### src/rtl/rr_lzc_scheduler_pkg.sv
// Shared types and default sizing for the round-robin leading-one scheduler.
package rr_lzc_scheduler_pkg;

    localparam int unsigned DefNumReq   = 8;
    localparam int unsigned DefCntWidth = 16;

    typedef enum logic {
        IDLE  = 1'b0,
        OFFER = 1'b1
    } state_e;

endpackage

### src/rtl/fp_leading_one.sv
// MSB-first leading-one detector: first_one_o is the distance of the first set bit from the MSB.
module fp_leading_one #(
    parameter int unsigned LEN = 8
) (
    input  logic [LEN-1:0]         in_i,
    output logic [$clog2(LEN)-1:0] first_one_o,
    output logic                   no_ones_o
);

    localparam int unsigned PosWidth = $clog2(LEN);

    always_comb begin
        first_one_o = '0;
        no_ones_o   = 1'b1;
        for (int unsigned i = 0; i < LEN; i++) begin
            if (no_ones_o && in_i[LEN-1-i]) begin
                first_one_o = PosWidth'(i);
                no_ones_o   = 1'b0;
            end
        end
    end

endmodule

### src/rtl/rr_lzc_scheduler.sv
// Round-robin grant scheduler: highest index wins, with priority rotating below the last handshaken index.
module rr_lzc_scheduler
    import rr_lzc_scheduler_pkg::*;
#(
    parameter int unsigned NumReq   = DefNumReq,
    parameter int unsigned CntWidth = DefCntWidth
) (
    input  logic                      clk_i,
    input  logic                      rst_i,
    input  logic [NumReq-1:0]         req_i,
    input  logic                      ready_i,
    output logic                      valid_o,
    output logic [NumReq-1:0]         gnt_o,
    output logic [$clog2(NumReq)-1:0] gnt_idx_o,
    output logic [CntWidth-1:0]       gnt_cnt_o
);

    localparam int unsigned IdxWidth = $clog2(NumReq);

    state_e                state_q, state_d;
    logic [NumReq-1:0]     gnt_q, gnt_d;
    logic [IdxWidth-1:0]   idx_q, idx_d;
    logic [IdxWidth-1:0]   last_q, last_d;
    logic [CntWidth-1:0]   cnt_q, cnt_d;

    logic [NumReq-1:0]     arb_req;
    logic [NumReq-1:0]     masked_req;
    logic [IdxWidth-1:0]   arb_last;
    logic [IdxWidth-1:0]   masked_first;
    logic [IdxWidth-1:0]   unmasked_first;
    logic                  masked_none;
    logic                  unmasked_none;
    logic [IdxWidth-1:0]   win_first;
    logic [IdxWidth-1:0]   win_idx;

    // While offering, arbitration anticipates a handshake: current grant removed, pointer at it.
    always_comb begin
        arb_req    = req_i & ~gnt_q;
        arb_last   = (state_q == OFFER) ? idx_q : last_q;
        masked_req = '0;
        for (int unsigned i = 0; i < NumReq; i++) begin
            if (i < 32'(arb_last)) begin
                masked_req[i] = arb_req[i];
            end
        end
    end

    fp_leading_one #(
        .LEN (NumReq)
    ) u_lzc_masked (
        .in_i        (masked_req),
        .first_one_o (masked_first),
        .no_ones_o   (masked_none)
    );

    fp_leading_one #(
        .LEN (NumReq)
    ) u_lzc_unmasked (
        .in_i        (arb_req),
        .first_one_o (unmasked_first),
        .no_ones_o   (unmasked_none)
    );

    always_comb begin
        win_first = masked_none ? unmasked_first : masked_first;
        win_idx   = IdxWidth'(NumReq - 1) - win_first;
    end

    always_comb begin
        state_d = state_q;
        gnt_d   = gnt_q;
        idx_d   = idx_q;
        last_d  = last_q;
        cnt_d   = cnt_q;
        unique case (state_q)
            IDLE: begin
                if (!unmasked_none) begin
                    state_d = OFFER;
                    gnt_d   = NumReq'(1) << win_idx;
                    idx_d   = win_idx;
                end
            end
            OFFER: begin
                if (ready_i) begin
                    cnt_d  = cnt_q + CntWidth'(1);
                    last_d = idx_q;
                    if (!unmasked_none) begin
                        gnt_d = NumReq'(1) << win_idx;
                        idx_d = win_idx;
                    end else begin
                        state_d = IDLE;
                        gnt_d   = '0;
                        idx_d   = '0;
                    end
                end
            end
            default: state_d = IDLE;
        endcase
    end

    always_ff @(posedge clk_i) begin
        if (rst_i) begin
            state_q <= IDLE;
            gnt_q   <= '0;
            idx_q   <= '0;
            last_q  <= '0;
            cnt_q   <= '0;
        end else begin
            state_q <= state_d;
            gnt_q   <= gnt_d;
            idx_q   <= idx_d;
            last_q  <= last_d;
            cnt_q   <= cnt_d;
        end
    end

    assign valid_o   = (state_q == OFFER);
    assign gnt_o     = gnt_q;
    assign gnt_idx_o = idx_q;
    assign gnt_cnt_o = cnt_q;

endmodule

### config.mk
export PLATFORM = sky130hd
export DESIGN_NAME = rr_lzc_scheduler
export DESIGN_NICKNAME = d
export VERILOG_FILES = /design/src/rtl/rr_lzc_scheduler_pkg.sv /design/src/rtl/fp_leading_one.sv /design/src/rtl/rr_lzc_scheduler.sv
export SDC_FILE = /design/constraint.sdc
export NUM_CORES = 1
export LEC_CHECK = 0
export ABC_AREA = 0
export BUFFER_PORTS_ARGS = -buffer_cell sky130_fd_sc_hd__buf_2
export CAP_MARGIN = 20
export CELL_PAD_IN_SITES_DETAIL_PLACEMENT = 1
export CELL_PAD_IN_SITES_GLOBAL_PLACEMENT = 1
export CORE_ASPECT_RATIO = 1.25
export CORE_UTILIZATION = 36
export DETAILED_ROUTE_END_ITERATION = 8
export MAX_ROUTING_LAYER = met4
export PLACE_DENSITY_LB_ADDON = 0.1
export SYNTH_ARGS = -nofsm -noshare
export SYNTH_HDL_FRONTEND = slang
export SYNTH_SLANG_ARGS = --single-unit
### constraint.sdc
create_clock -name clk_i -period 2 [get_ports clk_i]
set_input_delay 0.1 -clock clk_i [delete_from_list [all_inputs] [get_ports clk_i]]
set_output_delay 0.1 -clock clk_i [all_outputs]
set_load 0.005 [all_outputs]
==> results of run 1 <==
## registers in the layout, indices dropped and copies added (netlist names)
register,count
gnt_o,8
gnt_cnt_o,16
last_q,3
valid_o,1
gnt_idx_o,3
## per-layer routing
metal	share of wire	GRT usage	wire length [microns]	vias up
met3	0.023	0.0291	117	9
met2	0.57	0.426	2910	27
li1	-	-	-	843
met1	0.40	0.217	2030	836
met4	0.015	0.0750	76	0
met5	0	-	0	-
## layout make-up
type	count	area (sq um)
flip-flops and latches	31	627
multi-input cells	153	1110
repair buffers	71	442
clock buffers	8	100
fillers	559	2100
well taps	58	72.6
inverters	2	7.51
## cells by family after synthesis
logic type,synth area share
muxes,0.0349
AOI/OAI and AO/OA,0.256
DFF,0.368
buffers and inverters,0.0223
xor gates and xnor gates,0.0467
adders and majority gates,0.00742
and+or+nand+nor,0.265
## worst min-delay path by stage
| stage | slack [ns] | from | depth (start not counted) | endpoint |
|---|---|---|---|---|
| 6_report | 0.26 | ready_i | 3 | valid_o |
| 5_1_grt | 0.28 | ready_i | 3 | valid_o |
| 4_1_cts | 0.27 | ready_i | 3 | valid_o |
| 3_5_place_dp | 0.49 | gnt_cnt_o[15] | 2 | gnt_cnt_o[15] |
| 3_3_place_gp | 0.47 | gnt_cnt_o[15] | 2 | gnt_cnt_o[15] |
| 2_1_floorplan | 0.32 | ready_i | 2 | valid_o |
## placed cells by master (no fill, tap or decap), types with 2 or more instances in the layout
| cell | count |
|---|---|
| nor2b_1 | 5 |
| a22o_2 | 4 |
| buf_2 | 38 |
| nand4_1 | 3 |
| nand3_1 | 4 |
| nor2_1 | 16 |
| a21oi_2 | 2 |
| dfxtp_1 | 28 |
| o21ai_2 | 2 |
| nor3_1 | 2 |
| nor2_2 | 3 |
| o22ai_1 | 2 |
| buf_4 | 32 |
| a31oi_2 | 3 |
| and3_1 | 3 |
| nor3_2 | 3 |
| a21oi_1 | 16 |
| xor2_1 | 8 |
| dfxtp_2 | 2 |
| nand2_1 | 24 |
| nand2b_1 | 6 |
| or3_1 | 7 |
| a32o_1 | 3 |
| inv_1 | 2 |
| o21ai_0 | 6 |
| clkbuf_8 | 7 |
## worst register-to-register path, stage by stage, from the launching register on
cell       delay (ns)
dfxtp_2          0.33
and2b_2          0.24
a2111oi_4        0.34
buf_4            0.21
a21oi_2          0.06
buf_4            0.14
o21a_1           0.17
o22a_4           0.26
a32o_1           0.27
## stage by stage
stage / cell area (sq um) / TNS [ns] / hold WS, ns
5_1_grt: 2360 / -1.70 / 0.281
4_1_cts: 2290 / -1.55 / 0.267
3_3_place_gp: 2130 / -0.581 / 0.466
2_1_floorplan: 1690 / 0 / 0.316
3_5_place_dp: 2130 / -1.16 / 0.489
6_report: 2360 / -0.903 / 0.259
## synth_stat cells, drive strengths merged
master   number  area share
buf           2       0.011
and3          3       0.011
a211o         1      0.0052
nor2         19       0.044
o21a          1      0.0045
a22o          5       0.029
clkbuf        3      0.0067
o21ai         8       0.026
a2bb2oi       1      0.0089
nor4          1      0.0037
nor3          5       0.018
xor2          8       0.042
or3           7       0.026
a31oi         3       0.015
and2          1      0.0037
a211oi        2       0.012
nand3         5       0.015
mux2i         2       0.019
nor3b         1       0.011
o221ai        1      0.0052
o22ai         3       0.015
nand4         4       0.019
o22a          2       0.012
nor2b         6       0.022
a2111oi       1       0.016
xnor2         1      0.0052
nand2        25       0.056
mux2          2       0.016
a31o          1      0.0052
o2bb2ai       1      0.0052
dfxtp        31        0.37
nand2b        7       0.026
ha            1      0.0074
a21oi        18       0.053
inv           2      0.0045
and2b         2       0.010
a32o          3       0.018
o41ai         2       0.026
## power groups by stage
| stage | registers, uW | logic (uW) | clock network, uW |
|---|---|---|---|
| 3_5_place_dp | 702 | 455 | 0 |
| 3_3_place_gp | 698 | 442 | 0 |
| 5_1_grt | 693 | 543 | 581 |
| 2_1_floorplan | 703 | 261 | 0 |
| 4_1_cts | 689 | 480 | 564 |
| 6_report | 688 | 502 | 541 |
## timing repair
item / 4_1_cts / 5_1_grt
hold buffers: 0 / 0
resized for setup: 13 / 11
endpoints found under the setup margin: 11 / 18
cloned: 0 / 0
pin swaps: 12 / 13
buffers inserted: 2 / 3
==> results.cfg, run 1 <==
[power]
switchingPower_uw = 517
clkPwrFrac = 0.312
switching_share = 0.299
p_total_uw = 1730
p_int_uw = 1210
power_density_mw_per_mm2 = 732
peakVddDrop_mv = 0.449
pwr-share-comb = 0.290
leakage_uw = 0.00101
p_seq_frac = 0.398

[worst_hold_path]
hold_class = input port to flop

[sta]
setup-violations-final = 11
hold_viol = 0
fin_ws_ns = -0.117
max-slew-margin-rel = 0.631
slew_violations = 0
fmax_mhz = 472
fin_skew_ns = 0.00152
finalCritPeriodShare = 1.06
rsz0062_at_grt = yes
fin_crit_ns = 2.12
worst_pin_slew_ns = 0.553

[critical_path]
worst_path_max_delay_cell = a2111oi_4
cp.arrival_ns = 2.29
crit_type = flop to flop
setup.worst_path.start = gnt_o[6]
timing.rr.start = gnt_o[6]
cp.required_ns = 2.17
worstSetupEndpoint = gnt_o[2]
critPathTopFamily = compound AO/OA/AOI/OAI gates
worstSetupEndpointType = flop
cp-start-kind = flop
reg2reg_to = gnt_o[2]
cp_cell_sequence = and2b_2 > a2111oi_4 > buf_4 > a21oi_2 > buf_4 > o21a_1 > o22a_4 > a32o_1
crit_cells = 8
r2r_cells = 8
crit_fanout = 7
critPathMaxStageDelay_ns = 0.34
crit_top_cell = buf_4
ff2ff_setup_slack_ns = -0.12
cp_num_buf_inv = 2

[die]
ios = 39
initial_utilization = 0.378
die_h_microns = 78.5
die_w_microns = 63.2
die_area_sq_mm = 0.00496
row_count = 27
core-area_sq_mm = 0.00446

[placement]
dp_cells = 310
portBuffers = 38
dp_hpwl_microns = 3950
pre_cts_slack_ns = -0.138
gp_congestion = 0.926

[outcome]
status = finished with violations
violations = setup timing

[global_route]
grt_max_degree = 28
grt_pass1_vias = 1839
grt_usage = 0.218
grt-ovfl-total = 0
antenna_found_initial = 0
grt_pass1_wl_microns = 8350

[layout]
syn2layout_area_growth_pct = 40.1
n_antenna_cell = 0
final_core_util = 0.530
drive_gt1_frac = 0.453
fin_cells = 323
nets = 276

[run]
drv_cap = 0

[clock_tree]
cts-root-buf = clkbuf_8
max-clock-path-buffers = 2
cts_buffers = 5
ctsHtreeMaxLevel = 2
clock_sinks = 31
clk_pin_slew_ns = 0.06
clkLatencyLatePin_ns = 0.28
cts_tree = yes

[drt]
avgRoutedWirePerCell_microns = 15.9
drt_iter0_markers = 59
vias = 1715
final_antenna_net_count = 0
firstDrtPassIters = 4
route.detailed.drc = 0
via_per_inst = 5.31
routed_wl_microns = 5140

[yosys]
synth.distinct_cells = 52
ys_seq_area_frac = 0.368
yosysWarningCount = 0
netlist_area_sq_mm = 0.00169
syn_inst = 191
synth.ff_latch_count = 31
avgSynthCellArea_sq_um = 8.83
syn_nets = 203
Note: power is estimated with default switching activity, not from simulation.
==> inputs of run 2 (changes only) <==
- CORE_UTILIZATION: 36 -> 34
- SYNTH_HIERARCHICAL: default -> 1
==> run 2 against run 1 <==
Effect of this change: the run still ends with setup timing left; via count shrank 1.2%; non-clock buffer count shrank 1; fmax shrank 6.2%; power shrank 1.2%; critical path type unchanged; critical endpoint is now gnt_o[1]; highest routed layer unchanged.
==> results.cfg, run 2 <==
[outcome]
status = finished with violations
violations = setup timing

[yosys]
synthMuxAreaShare = 0.0442
synth-edff-count = 0
ys_seq_area_frac = 0.378
netlist_area_sq_mm = 0.00164
synth.distinct_cells = 37
synth_common_cells = nor2_1, dfxtp_1, a21oi_1
synth_top_family_by_area = simple AND/OR/NAND/NOR gates
synth_compound_area_frac = 0.161
synth-simple-area-share = 0.316
ys_top_cells_by_area = dfxtp_1, nor2_1, nor2b_1, a21oi_1, a22oi_1
avgSynthCellArea_sq_um = 7.94
ys.flop_type = dfxtp_1
synth_most_common_cell = nor2_1
synth.ff_latch_count = 31
syn_inst = 207
synth_async_sr_flop_share = 0
yosys.area.top_type = dfxtp_1
synth_xor_area_frac = 0.0586
yosysWarningCount = 6
synth_top_area_share = 0.378
synthAdderAreaFrac = 0.00762

[drt]
via_per_inst = 5.00
avgRoutedWirePerCell_microns = 14.2
firstDrtPassIters = 4
routed_wl_microns = 4810
drt_iter0_markers = 37
route.detailed.drc = 0
final_antenna_net_count = 0
vias = 1694

[sta]
finalCritPeriodShare = 1.13
fin_ws_ns = -0.258
fmax_mhz = 443
setup-violations-final = 11
fin_crit_ns = 2.26
slew_violations = 0
rsz0062_at_grt = yes
fin_skew_ns = 0.00791
hold_viol = 0

[clock_tree]
ctsHtreeMaxLevel = 2
cts-root-buf = clkbuf_8
postCtsHoldBufs = 0
clk_pin_slew_ns = 0.07
cts_buffers = 5
cts_tree = yes
clkLatencyLatePin_ns = 0.29
max-clock-path-buffers = 2
clock_sinks = 31

[die]
ios = 39
die_h_microns = 79.7
die_area_sq_mm = 0.00512
initial_utilization = 0.363
row_count = 27
core-area_sq_mm = 0.00453
die_w_microns = 64.2

[critical_path]
r2r_cells = 12
cp.required_ns = 2.23
worstSetupEndpointType = flop
ff2ff_setup_slack_ns = -0.26
cp.arrival_ns = 2.48
reg2reg_to = gnt_o[1]
crit_fanout = 5
timing.rr.start = valid_o
cp-start-kind = flop
crit_type = flop to flop

[layout]
n_antenna_cell = 0
layout_common_cells = buf_2, nor2_1, dfxtp_1, buf_4, a21oi_1
n_fill_cell = 574
drive_gt1_frac = 0.391
nets = 292
multi_input_area_sq_mm = 0.00112
largest_reg_flops = 16
syn2layout_area_growth_pct = 46.2
seq_area_sq_um = 624
layout_commonest_cell = buf_2
fin_cells = 339

[power]
p_total_uw = 1710
power_density_mw_per_mm2 = 712
leakage_uw = 0.00104
peakVddDrop_mv = 0.483

[placement]
dp_hpwl_microns = 3720
gp_congestion = 0.810
dp_cells = 328
portBuffers = 38
pre_cts_slack_ns = -0.277

[global_route]
grt_usage = 0.207
grt_max_degree = 19
grt-ovfl-total = 0
grt_pass1_wl_microns = 7910
antenna_found_initial = 0
grt_pass1_vias = 1705

[worst_hold_path]
min_from = ready_i
hold-path-endpoint = last_q[1]
hold_class = input port to flop
whs_path_depth = 3

[run]
drv_cap = 0
==> run 2: cell types whose count changed after synthesis, sizes merged, moves of 7 or more <==
cell | before | now
nor2 | 19 | 39
nand2 | 25 | 14
nor2b | 6 | 13
a22oi | 0 | 10
nand3 | 5 | 12
==> run 2: repair_timing <==
item | 4_1_cts | 5_1_grt
pin swaps | 5 | 16
hold endpoints to repair | 0 | 0
setup endpoints to repair | 11 | 11
gates resized for setup | 12 | 10
setup buffers | 2 | 1
==> run 2: worst max-delay path, cell delays in order, from the launching register on <==
cell	delay, ns
dfxtp_4	0.40
mux2_4	0.34
inv_2	0.07
or2_4	0.11
a21boi_2	0.05
nor2_2	0.16
nand2_2	0.09
nor2_4	0.16
buf_12	0.13
mux2i_4	0.29
nor2b_4	0.20
a22oi_1	0.07
nor2_1	0.14
==> run 2: worst max path at each step <==
stage / cells past startpoint / endpoint / from
floorplan: 12 / gnt_o[4] / valid_o
global placement: 10 / gnt_o[7] / valid_o
detailed placement: 10 / gnt_o[7] / valid_o
CTS: 11 / gnt_o[6] / valid_o
global route: 11 / gnt_o[7] / valid_o
finish: 12 / gnt_o[1] / valid_o
==> run 2: report_power, final <==
group | total (uW) | leakage (uW) | internal (uW) | switching [uW]
logic | 413 | 0.000731 | 213 | 200
registers | 673 | 0.000252 | 643 | 29.4
clock network | 624 | 0.0000581 | 371 | 254
total | 1710 | 0.00104 | 1230 | 483
==> run 2: logic make-up (layout without fill, tap and decap cells) <==
kind of cell | Yosys count | count (layout)
AOI/OAI and AO/OA | 39 | 39
xor gates and xnor gates | 11 | 11
adders and majority gates | 1 | 1
buffers and inverters | 14 | 85
DFF | 31 | 31
muxes | 7 | 7
other | 1 | 4
and+or+nand+nor | 103 | 103
==> run 2: layout make-up <==
type	instances	area share
clock buffer	5	0.0287
sequential	31	0.260
inverter	7	0.0109
clock inverter	3	0.0182
timing repair buffer	70	0.186
multi-input combinational	165	0.466
tap	58	0.0302
==> run 2: stage by stage <==
stage          setup TNS, ns  hold WS, ns   util  area, sq um
3_3_place_gp           -2.08        0.464  0.477         2160
4_1_cts                -2.19        0.168  0.521         2360
2_1_floorplan         -0.492        0.325      -         1720
3_5_place_dp           -2.52        0.466  0.477         2160
5_1_grt                -3.83        0.187  0.530         2400
6_report               -2.48        0.166  0.530         2400
==> run 2: metal layers <==
layer,part of all wire,global-route usage
met5,0,-
met4,0.0077,0.0600
met3,0.021,0.0343
met2,0.55,0.394
met1,0.42,0.216
